`config.mk`:
```
export PLATFORM = sky130hd
export DESIGN_NAME = mem_arbiter
export DESIGN_NICKNAME = d
export VERILOG_FILES = /design/src/rtl/mem_arbiter.sv
export SDC_FILE = /design/constraint.sdc
export NUM_CORES = 1
export LEC_CHECK = 0
export CAP_MARGIN = 0
export CORE_AREA = 2 2 336 338
export CTS_BUF_LIST = sky130_fd_sc_hd__clkbuf_2
export DETAILED_ROUTE_END_ITERATION = 16
export DIE_AREA = 0 0 338 340
export MAX_ROUTING_LAYER = met4
export PLACE_DENSITY_LB_ADDON = 0.3
export SLEW_MARGIN = 20
export SYNTH_ARGS = -nofsm -noshare
export SYNTH_HDL_FRONTEND = slang
export SYNTH_SLANG_ARGS = --single-unit
export TNS_END_PERCENT = 20
```
`constraint.sdc`:
```
create_clock -name clk -period 1.6 [get_ports clk]
set_input_delay 0.4 -clock clk [delete_from_list [all_inputs] [get_ports clk]]
set_output_delay 0.4 -clock clk [all_outputs]
set_load 0.02 [all_outputs]
```
`src/rtl/mem_arbiter.sv`:
```
// Two-client round-robin arbiter sharing one slow line-wide memory between
// an instruction cache (I) and a data cache (D). All outputs are registered.
module mem_arbiter #(
    parameter int unsigned ADDR_W = 28,
    parameter int unsigned DATA_W = 128
) (
    input  logic              clk,
    input  logic              proc_reset,

    input  logic              i_mem_read,
    input  logic              i_mem_write,
    input  logic [ADDR_W-1:0] i_mem_addr,
    input  logic [DATA_W-1:0] i_mem_wdata,
    output logic [DATA_W-1:0] i_mem_rdata,
    output logic              i_mem_ready,

    input  logic              d_mem_read,
    input  logic              d_mem_write,
    input  logic [ADDR_W-1:0] d_mem_addr,
    input  logic [DATA_W-1:0] d_mem_wdata,
    output logic [DATA_W-1:0] d_mem_rdata,
    output logic              d_mem_ready,

    output logic              mem_read,
    output logic              mem_write,
    output logic [ADDR_W-1:0] mem_addr,
    output logic [DATA_W-1:0] mem_wdata,
    input  logic [DATA_W-1:0] mem_rdata,
    input  logic              mem_ready
);

    typedef enum logic [1:0] {
        IDLE,
        SERV,
        DONE
    } state_t;

    state_t              state_q;
    // Last granted client (1 = D). Also identifies the client being served.
    logic                last_gnt_q;
    logic                last_gnt_d;
    logic                mem_read_q;
    logic                mem_write_q;
    logic [ADDR_W-1:0]   mem_addr_q;
    logic [DATA_W-1:0]   mem_wdata_q;
    logic                i_ready_q;
    logic                d_ready_q;
    logic [DATA_W-1:0]   i_rdata_q;
    logic [DATA_W-1:0]   d_rdata_q;

    logic                i_pend;
    logic                d_pend;

    // Pending detection and round-robin choice of the client to grant next
    always_comb begin
        i_pend     = i_mem_read | i_mem_write;
        d_pend     = d_mem_read | d_mem_write;
        last_gnt_d = d_pend & (~i_pend | ~last_gnt_q);
    end

    // Arbitration FSM with registered memory-side and client-side outputs
    always_ff @(posedge clk) begin
        if (proc_reset) begin
            state_q     <= IDLE;
            last_gnt_q  <= 1'b0;
            mem_read_q  <= 1'b0;
            mem_write_q <= 1'b0;
            mem_addr_q  <= '0;
            mem_wdata_q <= '0;
            i_ready_q   <= 1'b0;
            d_ready_q   <= 1'b0;
            i_rdata_q   <= '0;
            d_rdata_q   <= '0;
        end else begin
            i_ready_q <= 1'b0;
            d_ready_q <= 1'b0;
            unique case (state_q)
                IDLE: begin
                    if (i_pend || d_pend) begin
                        last_gnt_q <= last_gnt_d;
                        // Write wins when a client raises read and write together;
                        // the op is held in mem_read_q/mem_write_q for the whole SERV.
                        if (last_gnt_d) begin
                            mem_write_q <= d_mem_write;
                            mem_read_q  <= ~d_mem_write;
                            mem_addr_q  <= d_mem_addr;
                            mem_wdata_q <= d_mem_wdata;
                        end else begin
                            mem_write_q <= i_mem_write;
                            mem_read_q  <= ~i_mem_write;
                            mem_addr_q  <= i_mem_addr;
                            mem_wdata_q <= i_mem_wdata;
                        end
                        state_q <= SERV;
                    end
                end
                SERV: begin
                    if (mem_ready) begin
                        mem_read_q  <= 1'b0;
                        mem_write_q <= 1'b0;
                        if (last_gnt_q) begin
                            d_ready_q <= 1'b1;
                            if (mem_read_q) d_rdata_q <= mem_rdata;
                        end else begin
                            i_ready_q <= 1'b1;
                            if (mem_read_q) i_rdata_q <= mem_rdata;
                        end
                        state_q <= DONE;
                    end
                end
                DONE: begin
                    state_q <= IDLE;
                end
                default: begin
                    state_q <= IDLE;
                end
            endcase
        end
    end

    assign mem_read    = mem_read_q;
    assign mem_write   = mem_write_q;
    assign mem_addr    = mem_addr_q;
    assign mem_wdata   = mem_wdata_q;
    assign i_mem_ready = i_ready_q;
    assign d_mem_ready = d_ready_q;
    assign i_mem_rdata = i_rdata_q;
    assign d_mem_rdata = d_rdata_q;

endmodule
```
==> flow_summary.ini <==
[floorplanning]
die_y_um = 340
die_w_um = 338
ios = 863
die_area_um2 = 114900
core-area_um2 = 111600
initial_core_util = 0.1549
num_rows = 123

[worst_setup_path]
critPathCaptureType = output port
critPathTopFamily = flip-flops
worstPathCellList = buf_12
start_kind = register
path_max_fanout = 2
cp.required_ns = 1.20
worstPathArrival_ns = 1.79
worstSetupPathType = register to output port
critPathMaxStageDelay_ns = 0.42
cp_num_buf_inv = 1
crit_slowest_cell = dfxtp_4

[yosys]
synthXorXnorAreaFrac = 0
yosysTopAreaCell = dfxtp_1
synth_top_flop_cell = dfxtp_1
synthAdderAreaFrac = 0
synth_top_area_share = 0.4855
syn-instance-count = 1924
synthSimpleGateAreaFrac = 0.1353
synth_nets = 2371
ys_seq_area_frac = 0.4855
synth.distinct_cells = 31
synth_seq_cells = 419
netlist_area_um2 = 17280
synth_compound_area_frac = 0.1734
ys_top_cells_by_area = dfxtp_1 49%, mux2i_1 15%, nand2_1 8.4%, a311oi_1 7.9%, a21oi_1 4.6%
synthArstFlopShare = 0
synth.area.mux_share = 0.1483
synth_edf_count = 0
synth.most_common_cell = dfxtp_1
post_synth.cell_area_avg_um2 = 8.980
ys.warnings.count = 0
synth_top_family_by_area = compound AO/OA/AOI/OAI gates
synth_top_cells_by_count = 419 x dfxtp_1, 385 x nand2_1, 256 x mux2i_1, 158 x a21oi_1, 158 x nand3_1

[sta]
slew_headroom = 0.4312
finalClockSkew_ns = 0.1032
slew_violations = 0
whs_ns = 0.2850
timing.final.crit_share = 1.366
hold_viol_final = 0
tightest_slew_ns = 0.8533
setup_violations = 696
min_period_ns = 2.186
rsz0062_at_grt = true
finalWorstSetupSlack_ns = -0.5857
clock.fmax_mhz = 457.5

[placement]
dp_hpwl_mm = 73.18
gp_congestion = 0.8860
pre_cts_slack_ns = -0.8268
placedInstanceArea_um2 = 29460
port_buffers = 862

[drt]
post_drt_wl_per_cell_um = 19.20
drt_iter0_drc = 840
avgViaCountPerCell = 4.163
drtAntennaViolNets = 0
drc = 0
drt-total-wl_mm = 97.20
first_pass_iters = 5
vias = 21080

[global_route]
grt_pass1_wl_mm = 137.5
grt.total_usage = 0.1641
antenna_found_initial = 17
overflow = 0
grt_pass1_vias = 21140
grt_max_degree = 64

[power_and_ir_drop]
intPower_mw = 18.53
p_seq_frac = 0.420
p_clk_frac = 0.291
p_leak_nw = 15.47
p_comb_frac = 0.289
peakVddDrop_uv = 446.0
p_per_area_nw_per_um2 = 746.2
p_sw_mw = 9.217
switching_share = 0.3322

[layout]
layout-drive-gt1-share = 0.3678
design_area_um2 = 37190
fin_util = 0.3333
syn_to_final_growth_pct = 115.2
layout.nets = 3909

[clock_network]
insertion_delay_ns = 1.26
tritoncts = done
cts_buffers = 121
path_clk_slew_ns = 0.10
htreeDepth = 3
root_buffer = clkbuf_2
cts.path.max_buffers = 3
cts_sinks = 419

[worst_hold_path]
hold_path_class = input port to register

[run_status]
violations = negative setup slack
status = finished, violations left

[job]
cap_violations = 0
## worst paths after layout
path / cells after the start / slack (ns) / from / to
worst max-delay path: 1 / -0.59 / d_mem_rdata[85]$_SDFFE_PP0P_ / d_mem_rdata[85]
worst max register to register: 4 / -0.41 / state_q[0]$_SDFFE_PP0P_ / mem_wdata[73]$_SDFFE_PP0P_
worst min-delay path: 4 / 0.28 / i_mem_wdata[57] / mem_wdata[57]$_SDFFE_PP0P_
worst min register to register: 2 / 0.47 / i_mem_rdata[52]$_SDFFE_PP0P_ / i_mem_rdata[52]$_SDFFE_PP0P_
## layout by cell type, fill, tap and decap left out, drive strengths merged, types with 2 or more instances in the layout
master / netlist / layout
or2: 2 / 2
clkbuf: 124 / 181
nand3: 158 / 158
nor2: 5 / 5
dfxtp: 419 / 419
buf: 86 / 678
inv: 1 / 5
diode: 0 / 12
dlygate4sd3: 0 / 502
clkinv: 0 / 26
nor3: 2 / 2
a21oi: 158 / 158
a311oi: 156 / 156
nand2: 385 / 385
o21ai: 158 / 158
mux2i: 256 / 256
clkdlybuf4s50: 0 / 445
## cell families (layout without fill, tap and decap cells)
| family | count (synthesis) | count (layout) |
|---|---|---|
| buffers and inverters | 211 | 1838 |
| AO/OA/AOI/OAI | 478 | 478 |
| other | 0 | 12 |
| multiplexers | 256 | 256 |
| flip-flops | 419 | 419 |
| AND/OR/NAND/NOR | 560 | 560 |
## timing repair
action	in CTS	in global routing
resized for setup	2047	623
endpoints found under the setup margin	729	819
hold endpoints to repair	419	0
setup buffers	36	38
hold buffers	502	0
## metal layers
layer / wire (µm) / track usage
met1: 37770 / 0.1790
met2: 46800 / 0.2734
met3: 8747 / 0.05333
met4: 3893 / 0.06769
met5: 0 / -
## power groups by stage
stage,clock network (mW),registers [mW],logic [mW]
2_1_floorplan,0,12.2,1.93
5_1_grt,9.13,11.7,8.49
3_5_place_dp,0,11.7,6.77
6_report,8.07,11.7,8.02
3_3_place_gp,0,11.7,6.76
4_1_cts,8.62,11.6,7.96
## area by class of cell
type / instances / area [µm²]
Multi-Input combinational cell: 1294 / 7994
Clock buffer: 181 / 905.9
Inverter: 1 / 11.26
Tap cell: 1500 / 1877
Clock inverter: 31 / 137.6
Fill cell: 11470 / 74390
Sequential cell: 419 / 9000
Timing Repair Buffer: 1625 / 17230
Antenna cell: 12 / 30.03
## state kept, by name, indices dropped and copies added, names as in the netlist
signal and flops:
d_mem_rdata 128, i_mem_rdata 128, mem_wdata 128, mem_addr 28
state_q 2, d_mem_ready 1, i_mem_ready 1, last_gnt_q 1
mem_read 1, mem_write 1
## worst register-to-register path, stage by stage, from the launching register on
cell	delay, ns
dfxtp_1	0.32
or2_2	0.31
nor2_4	0.66
buf_4	0.39
a311oi_1	0.12
## through the flow
stage,cells,TNS [ns],total power [mW]
5_1_grt,5063,-379.67,29.34
3_5_place_dp,4263,-233.51,18.48
6_report,5063,-255.39,27.75
3_3_place_gp,4263,-236.98,18.48
4_1_cts,5013,-413.93,28.19
2_1_floorplan,1924,-4.072,14.17
Power figures use the tool's default switching activity.
